File: src/rtl/uart_tx_pkg.sv
// uart_tx_pkg: register offsets, STATUS/CONTROL bit positions and TX FSM states.
package uart_tx_pkg;
    localparam logic [3:0] REG_DATA    = 4'h0;
    localparam logic [3:0] REG_STATUS  = 4'h1;
    localparam logic [3:0] REG_DIVISOR = 4'h2;
    localparam logic [3:0] REG_CONTROL = 4'h3;

    localparam int ST_BUSY  = 0;
    localparam int ST_FULL  = 1;
    localparam int ST_EMPTY = 2;
    localparam int ST_OVF   = 3;
    localparam int ST_COUNT = 8;

    localparam int CTRL_TX_EN   = 0;
    localparam int CTRL_IRQ_EN  = 1;
    localparam int CTRL_CLR_OVF = 2;
    localparam int CTRL_ODD     = 3;

    typedef enum logic [2:0] {S_IDLE, S_START, S_DATA, S_PARITY, S_STOP} state_t;
endpackage

File: src/rtl/uart_tx_peripheral_fifo.sv
// tx_fifo: single-clock byte FIFO; pushes on full and pops on empty are ignored, head shown combinationally.
module tx_fifo #(
    parameter int DEPTH = 16
) (
    input  logic                     clk,
    input  logic                     rst,
    input  logic                     push,
    input  logic                     pop,
    input  logic [7:0]               din,
    output logic [7:0]               dout,
    output logic                     full,
    output logic                     empty,
    output logic [$clog2(DEPTH):0]   count
);
    localparam int AW = $clog2(DEPTH);
    logic [7:0] mem [DEPTH];
    logic [AW-1:0] wr_ptr, rd_ptr;
    logic do_push, do_pop;
    assign full = count == (AW+1)'(DEPTH);
    assign empty = count == '0;
    assign do_push = push && !full;
    assign do_pop = pop && !empty;
    assign dout = mem[rd_ptr];
    always_ff @(posedge clk) begin
        if (do_push) mem[wr_ptr] <= din;
    end
    always_ff @(posedge clk) begin
        if (rst) begin
            wr_ptr <= '0;
            rd_ptr <= '0;
            count <= '0;
        end else begin
            if (do_push) wr_ptr <= wr_ptr + 1'b1;
            if (do_pop) rd_ptr <= rd_ptr + 1'b1;
            count <= count + (AW+1)'(do_push) - (AW+1)'(do_pop);
        end
    end
endmodule

File: src/rtl/uart_tx_peripheral.sv
// uart_tx_peripheral: memory-mapped 8N1 UART transmitter with TX FIFO and programmable divisor.
// Define UART_TX_PARITY_EN to add an even/odd parity bit (CONTROL[3] selects odd).
module uart_tx_peripheral
    import uart_tx_pkg::*;
#(
    parameter int FIFO_DEPTH  = 16,
    parameter int DIV_W       = 16,
    parameter int DEFAULT_DIV = 868
) (
    input  logic        clk,
    input  logic        rst,
    input  logic        uart_p_we,
    input  logic [3:0]  uart_p_addr,
    input  logic [31:0] uart_p_in,
    output logic [31:0] uart_p_out,
    output logic        tx,
    output logic        irq
);
    localparam int CW = $clog2(FIFO_DEPTH) + 1;
`ifdef UART_TX_PARITY_EN
    localparam state_t AFTER_DATA = S_PARITY;
`else
    localparam state_t AFTER_DATA = S_STOP;
`endif
    state_t state, state_n;
    logic [DIV_W-1:0] divisor, div_lat, div_lat_n, baud, baud_n;
    logic [7:0] shift, shift_n, fifo_dout;
    logic [2:0] bit_cnt, bit_cnt_n;
    logic [CW-1:0] count;
    logic [31:0] status, control, rd_data;
    logic tx_en, irq_en, odd, overflow, full, empty, pop, wr_data, baud_done;
    logic unused_in;

    assign unused_in = ^uart_p_in[31:DIV_W];
    assign wr_data = uart_p_we && uart_p_addr == REG_DATA;
    assign baud_done = baud == '0;
    assign irq = empty && state == S_IDLE && irq_en;

    tx_fifo #(.DEPTH(FIFO_DEPTH)) u_fifo (
        .clk   (clk),
        .rst   (rst),
        .push  (wr_data),
        .pop   (pop),
        .din   (uart_p_in[7:0]),
        .dout  (fifo_dout),
        .full  (full),
        .empty (empty),
        .count (count)
    );

    always_ff @(posedge clk) begin
        if (rst) begin
            divisor <= DIV_W'(DEFAULT_DIV);
            tx_en <= 1'b0;
            irq_en <= 1'b0;
            overflow <= 1'b0;
        end else begin
            if (wr_data && full) overflow <= 1'b1;
            if (uart_p_we && uart_p_addr == REG_DIVISOR) divisor <= uart_p_in[DIV_W-1:0];
            if (uart_p_we && uart_p_addr == REG_CONTROL) begin
                tx_en <= uart_p_in[CTRL_TX_EN];
                irq_en <= uart_p_in[CTRL_IRQ_EN];
                if (uart_p_in[CTRL_CLR_OVF]) overflow <= 1'b0;
            end
        end
    end

`ifdef UART_TX_PARITY_EN
    logic par;
    always_ff @(posedge clk) begin
        if (rst) begin
            odd <= 1'b0;
            par <= 1'b0;
        end else begin
            if (uart_p_we && uart_p_addr == REG_CONTROL) odd <= uart_p_in[CTRL_ODD];
            if (pop) par <= ^fifo_dout ^ odd;
        end
    end
    assign tx = state == S_START ? 1'b0 : state == S_DATA ? shift[0] : state == S_PARITY ? par : 1'b1;
`else
    assign odd = 1'b0;
    assign tx = state == S_START ? 1'b0 : state == S_DATA ? shift[0] : 1'b1;
`endif

    always_ff @(posedge clk) begin
        if (rst) begin
            state <= S_IDLE;
            shift <= '0;
            bit_cnt <= '0;
            baud <= '0;
            div_lat <= DIV_W'(1);
        end else begin
            state <= state_n;
            shift <= shift_n;
            bit_cnt <= bit_cnt_n;
            baud <= baud_n;
            div_lat <= div_lat_n;
        end
    end

    // div_lat is captured at frame start so divisor writes only affect the next frame
    always_comb begin
        state_n = state;
        shift_n = shift;
        bit_cnt_n = bit_cnt;
        div_lat_n = div_lat;
        pop = 1'b0;
        baud_n = state == S_IDLE ? baud : baud_done ? div_lat - 1'b1 : baud - 1'b1;
        case (state)
            S_IDLE: if (tx_en && !empty) begin
                pop = 1'b1;
                shift_n = fifo_dout;
                div_lat_n = divisor == '0 ? DIV_W'(1) : divisor;
                baud_n = div_lat_n - 1'b1;
                bit_cnt_n = '0;
                state_n = S_START;
            end
            S_START: state_n = baud_done ? S_DATA : S_START;
            S_DATA: if (baud_done) begin
                shift_n = shift >> 1;
                bit_cnt_n = bit_cnt + 1'b1;
                state_n = bit_cnt == 3'd7 ? AFTER_DATA : S_DATA;
            end
            S_PARITY: state_n = baud_done ? S_STOP : S_PARITY;
            S_STOP: state_n = baud_done ? S_IDLE : S_STOP;
            default: state_n = S_IDLE;
        endcase
    end

    always_comb begin
        status = '0;
        status[ST_BUSY] = state != S_IDLE;
        status[ST_FULL] = full;
        status[ST_EMPTY] = empty;
        status[ST_OVF] = overflow;
        status[ST_COUNT+:5] = 5'(count);
        control = '0;
        control[CTRL_TX_EN] = tx_en;
        control[CTRL_IRQ_EN] = irq_en;
        control[CTRL_ODD] = odd;
        rd_data = uart_p_addr == REG_STATUS ? status :
                  uart_p_addr == REG_DIVISOR ? 32'(divisor) :
                  uart_p_addr == REG_CONTROL ? control : 32'd0;
    end

    always_ff @(posedge clk) begin
        if (rst) uart_p_out <= '0;
        else uart_p_out <= rd_data;
    end
endmodule

File: config.mk
export PLATFORM = sky130hd
export DESIGN_NAME = uart_tx_peripheral
export DESIGN_NICKNAME = d
export VERILOG_FILES = /design/src/rtl/uart_tx_pkg.sv /design/src/rtl/uart_tx_peripheral_fifo.sv /design/src/rtl/uart_tx_peripheral.sv
export SDC_FILE = /design/constraint.sdc
export NUM_CORES = 1
export LEC_CHECK = 0
export CAP_MARGIN = 25
export CORE_MARGIN = 1.5
export CORE_UTILIZATION = 57
export DETAILED_ROUTE_END_ITERATION = 6
export DONT_BUFFER_PORTS = 1
export PLACE_DENSITY = 0.8
export RECOVER_POWER = 100
export SYNTH_ARGS = -nofsm -noshare
export SYNTH_HDL_FRONTEND = slang
export SYNTH_SLANG_ARGS = --single-unit
File: constraint.sdc
create_clock -name clk -period 3.05 [get_ports clk]
set_input_delay 0.305 -clock clk [delete_from_list [all_inputs] [get_ports clk]]
set_output_delay 0.305 -clock clk [all_outputs]
set_load 0.02 [all_outputs]
**After elaboration in Yosys (flattened, before gate mapping)**

Memories as Yosys holds them, arrays and structs flattened. A register that Yosys moved wholly into a read port is not among the register bits.
Index checks and enable logic that the tools add are counted.

- Register bits: 110
- Output and inout port bits: 34
- Bits in writable memories: 128
- Input port bits: 39
- Memories: 1

- $add $sub $neg: 8
- Reductions and logical operators: 23
- Muxes and demuxes: 32
- Equality and inequality tests: 11

Memories:

| memory | words | bits a word | rd ports | clocked after memory_dff | write ports | line | source |
|---|---|---|---|---|---|---|---|
| u_fifo.mem | 16 | 8 | 1 | 1 | 1 | uart_tx_peripheral_fifo.sv:16 | `logic [7:0] mem [DEPTH];` |

Operators with widths:

| kind | number |
|---|---|
| 2-to-1 mux 16 bit | 6 |
| subtractor 16 x 1 -> 16 bit (second input constant) | 3 |
| logical NOT 16 bit | 2 |
| 2-to-1 mux 3 bit | 7 |
| 2-to-1 mux 8 bit | 2 |
| one-hot mux 8 bit (2 select lines) | 1 |
| one-hot mux 3 bit (5 select lines) | 1 |
| 2-to-1 mux 13 bit | 1 |
| logical AND 1 bit | 9 |
| 2-to-1 mux 1 bit | 9 |
| adder 4 x 1 -> 4 bit (second input constant) | 2 |
| equality test 4 x 2 -> 1 bit (second input constant) | 2 |
| 2-to-1 mux 4 bit | 2 |
| equality test 3 x 2 -> 1 bit (second input constant) | 2 |
| equality test 3 bit (second input constant) | 2 |
| one-hot mux 3 bit (2 select lines) | 1 |
| adder 5 x 1 -> 5 bit | 1 |
| equality test 5 bit (second input constant) | 1 |
| logical NOT 5 bit | 1 |
| subtractor 5 x 1 -> 5 bit | 1 |
| equality test 4 x 1 -> 1 bit (second input constant) | 1 |
| logical NOT 4 bit | 1 |
| 2-to-1 mux 2 bit | 2 |
| AND reduction 2 bit | 2 |
| other kinds (11) | 12 |

**Longest topological paths before layout**

- Depth after elaboration: 8
- Depth in mapped cells: 17

**By module**

Synthesis repeated with hierarchy kept, for this count alone.

- Cell total of the unflattened synthesis: 828
- Area total of the unflattened synthesis: 9,943.3 sq um

Modules (own cells, without submodules):

| module | times used | cells an instance | area an instance (sq um) |
|---|---|---|---|
| tx_fifo | 1 | 306 | 5,799.3 |
| uart_tx_peripheral | 1 | 522 | 4,144.0 |

**Least setup slack after synthesis**

Ideal clock, no wire load.

- Path type: reg-to-reg
- Start point: register u_fifo.count[3]
- End point: register u_fifo.count[4]
- Slack: 0.121 ns
- Stages on the path, launching flop included: 18
- Period minus slack after synthesis: 2.929 ns
- Data arrival time: 2.859 ns
- Library setup time: 0.070 ns
- Cell sequence: dfxtp_1 inv_1 ha_1 nor4b_1 nor2b_1 nand2_1 inv_2 clkbuf_1 ha_1 inv_1 ha_1 inv_1 fa_1 inv_1 a21oi_1 nor2_1 or3_1 a21oi_1

- Cells in the longest elaborated chain, start to end: 7

Ends and longest elaborated chain:

| item | line | source |
|---|---|---|
| start, declared | uart_tx_peripheral_fifo.sv:13 | `output logic [$clog2(DEPTH):0] count` |
| start signal, assigned | uart_tx_peripheral_fifo.sv:35 | `count <= count + (AW+1)'(do_push) - (AW+1)'(do_pop);` |
| logical NOT 5 bit (*) | uart_tx_peripheral_fifo.sv:20 | `assign empty = count == '0;` |
| logical NOT 1 bit (*) | uart_tx_peripheral_fifo.sv:22, uart_tx_peripheral.sv:110 |  |
| logical AND 1 bit | uart_tx_peripheral.sv:110 | `S_IDLE: if (tx_en && !empty) begin` |
| 2-to-1 mux 1 bit | uart_tx_peripheral.sv:110 |  |
| 2-to-1 mux 1 bit | uart_tx_peripheral.sv:109 | `case (state)` |
| logical AND 1 bit (*) | uart_tx_peripheral_fifo.sv:22 | `assign do_pop = pop && !empty;` |
| via u_fifo.do_pop | uart_tx_peripheral_fifo.sv:18 | `logic do_push, do_pop;` |
| subtractor 5 x 1 -> 5 bit (*) | uart_tx_peripheral_fifo.sv:35 |  |

Mark *: on every way through the listed nets, which the timed path passes. The rest lies on a longest branch.
A chain may end at the register's enable or synchronous reset.

**Final worst setup path**

- Start point: register u_fifo.count[2]
- End point: register u_fifo.count[4]

- Cells in the longest elaborated chain, start to end: 7

Ends and longest elaborated chain:

| item | line |
|---|---|
| parallel branches: the longest is 6 deep, another holds adder 5 x 1 -> 5 bit | - |
| subtractor 5 x 1 -> 5 bit (*) | uart_tx_peripheral_fifo.sv:35 |

Mark *: on every way between the ends.

==> results.py <==
metrics = {
    "layout": {
        "nFillCells": 1231,
        "multi_input_area_mm2": 0.00377,
        "register_area_mm2": 0.00581,
        "nets": 903,
        "n_antenna_cell": 0,
        "area_delta_synth_final_pct": 12.2,
        "drive_gt1_frac": 0.125,
    },
    "die": {
        "rows": 48,
        "pin_count": 73,
        "die_x_um": 135,
        "dieArea_mm2": 0.0182,
        "initial_utilization": 0.578,
        "coreArea_mm2": 0.0172,
        "die_height_um": 135,
    },
    "clocking": {
        "cts_made_buffers": 24,
        "clkTransAtPathRegs_ns": 0.06,
        "cts_sinks": 226,
        "clock_path_buffers": 3,
        "clockRootBuffer": "clkbuf_16",
        "h-tree-depth": 1,
        "cts_tree": "built",
        "clk-insertion-delay-late_ns": 0.53,
    },
    "global_route": {
        "grt_overflow": 0,
        "track_usage": 0.257,
        "grt_pass1_wl_mm": 35.8,
        "grt_pass1_vias": 6323,
        "grt_max_degree": 65,
        "antenna_found_initial": 0,
    },
    "hold_path": {
        "hold_path.class": "primary input to register",
    },
    "synthesis": {
        "ys.warnings.count": 0,
        "synthFlopType": "edfxtp_1",
        "synth.top_cell.area_share": 0.387,
        "netlist-cell-type-count": 68,
        "yosys.area.top_type": "edfxtp_1",
        "netlist_top_cells_area": "edfxtp_1, dfxtp_1, mux4_2, nand2_1, a21oi_1",
        "synth_seq_cells": 226,
        "synth_seq_area_share": 0.585,
        "async_reset_ff_frac": 0,
        "netlist_area_mm2": 0.00992,
        "synth.avg_cell_area_um2": 12.2,
        "synth_edf_count": 128,
        "syn_inst": 814,
    },
    "outcome": {
        "status": "completed",
    },
    "timing": {
        "fin_crit_ns": 2.84,
        "drv_slew": 0,
        "rsz0062_at_grt": "no",
        "fmax_mhz": 352,
        "hold_viol_final": 0,
        "fin_skew_ns": 0.0211,
        "relSlewSlack": 0.253,
        "setup_viol_count_final": 0,
        "tightest_slew_ns": 1.12,
        "final.period_utilization": 0.932,
        "tns_ns": 0,
    },
    "run": {
        "maxCapViolCount": 0,
    },
    "critical_path": {
        "cp.arrival_ns": 3.25,
        "endpoint_kind": "register",
        "slowest_delay_ns": 0.41,
        "cp_common_cell": "inv_1",
        "worstPathMaxFanout": 4,
        "path_class": "register to register",
        "crit_slowest_cell": "fa_1",
        "crit_chain": "inv_1, ha_1, nor4b_2, buf_4, nor2b_1, nand2_1, inv_1, ha_1, inv_1, ha_1, inv_1, fa_1, inv_1, a21oi_1, nor2_1, or3_1, a21oi_1",
        "crit_required_ns": 3.46,
        "startpoint_type": "register",
    },
    "placed_design": {
        "hpwl_mm": 14.5,
        "globalplace.congestion": 0.842,
        "port_buffers": 0,
    },
    "power_and_ir_drop": {
        "ir_drop_mv": 0.575,
        "power_density_mw_per_mm2": 588,
        "leakage_nw": 3.73,
        "power.total_mw": 6.55,
    },
    "drt": {
        "drc": 0,
        "num_vias": 6651,
        "wl_per_cell_um": 21.2,
        "vias_per_cell": 6.10,
        "wl_mm": 23.1,
        "drtIter0Drc": 805,
        "ant_nets": 0,
        "drt-pass1-iter-count": 6,
    },
}
## per-stage QoR
step	util	hold slack [ns]	worst slack (ns)	area (µm²)	cells
2_1_floorplan	-	0.402	0.121	9980	829
3_3_place_gp	0.595	0.385	0.374	10200	1027
3_5_place_dp	0.595	0.387	0.300	10200	1027
4_1_cts	0.655	0.00928	0.200	11200	1091
5_1_grt	0.648	0.0204	0.0388	11100	1091
6_report	0.648	0.0142	0.207	11100	1091
## layer usage
metal,GRT usage,share of wire,vias to the layer above
li1,-,-,3046
met1,0.360,0.41,3257
met2,0.422,0.50,300
met3,0.0394,0.067,48
met4,0.0747,0.022,0
met5,0,0,-
## worst max-delay path, delay by kind of cell, from the launching register on
family	cells	cell delay (ns)
AOI/OAI and AO/OA	2	0.13
DFF	1	0.36
adders and majority gates	4	1.02
and+or+nand+nor	5	0.64
buffers and inverters	6	0.57
## what timing repair did
| item | CTS | global route |
|---|---|---|
| hold buffers | 20 | 0 |
| endpoints found under the hold margin | 198 | 0 |
| endpoints found under the setup margin | 0 | 1 |
| gates resized for setup | 0 | 1 |
| setup buffers | 0 | 0 |
## power by group
group | internal (mW) | total, mW | switching [mW] | leakage [nW]
combinational | 0.126 | 0.332 | 0.206 | 1.40
clock | 1.77 | 2.95 | 1.18 | 0.382
sequential | 3.23 | 3.26 | 0.0262 | 1.94
total | 5.13 | 6.55 | 1.41 | 3.73
## cell type report
type                       count  share of cell area
clock inverter                 8              0.0129
inverter                      14             0.00472
timing repair buffer          55              0.0369
sequential                   226               0.522
clock buffer                  36              0.0598
multi-input combinational    527               0.339
tap                          225              0.0253
## cells in the mapped netlist (all sizes together) (2+ instances only)
master and n:
a2111oi 2, a211o 3, a211oi 10, a21oi 56
a22o 6, a22oi 4, a311oi 2, a31oi 11
and2 9, and3 4, and4 2, buf 29
clkbuf 33, dfxtp 98, edfxtp 128, ha 15
inv 14, mux2i 4, mux4 40, nand2 102
nand2b 9, nand3 14, nand3b 10, nand4 3
nor2 66, nor2b 12, nor3 21, nor4 12
nor4b 3, o211ai 3, o21ai 15, o21bai 3
o22ai 5, o31ai 9, o32ai 2, or2 5
or3 8, or4 5, xnor2 10, xor2 15
## path summary, 6_finish.rpt
check	from	end	slack (ns)	cells past startpoint
worst min-delay path	rst	shift[3]	0.01	3
worst min register to register	shift[2]	shift[2]	0.45	2
worst max register to register	u_fifo.count[2]	u_fifo.count[4]	0.21	17
worst max-delay path	u_fifo.count[2]	u_fifo.count[4]	0.21	17
## sequential cells by signal, indices dropped and copies added (netlist names), 4 cells and up, named ones only
name,count
u_fifo.mem,128
baud,16
div_lat,16
divisor,16
uart_p_out,16
shift,8
u_fifo.count,5
u_fifo.rd_ptr,4
u_fifo.wr_ptr,4
## logic make-up after synthesis
kind of cell | count (synthesis) | synth area share
xor+xnor | 25 | 0.0221
compound gates | 136 | 0.0891
mux | 45 | 0.0960
buf+inv | 76 | 0.0368
simple gates | 289 | 0.149
other cells | 1 | 0.000378
flops | 226 | 0.585
fa+ha+maj | 16 | 0.0209
## cell usage in the layout, fill, tap and decap left out, types with 11 or more instances in the layout
| cell | instances |
|---|---|
| nor2b_1 | 12 |
| mux4_2 | 40 |
| conb_1 | 16 |
| o21ai_0 | 14 |
| nor3_1 | 17 |
| buf_4 | 12 |
| inv_1 | 14 |
| a21oi_1 | 56 |
| ha_1 | 15 |
| dfxtp_1 | 97 |
| nand3_1 | 14 |
| nand2_1 | 102 |
| nor2_1 | 66 |
| xor2_1 | 15 |
| dlygate4sd3_1 | 19 |
| clkbuf_1 | 32 |
| a31oi_1 | 11 |
| edfxtp_1 | 128 |
| clkbuf_16 | 24 |
No activity file was read; power rests on OpenSTA's default activity.
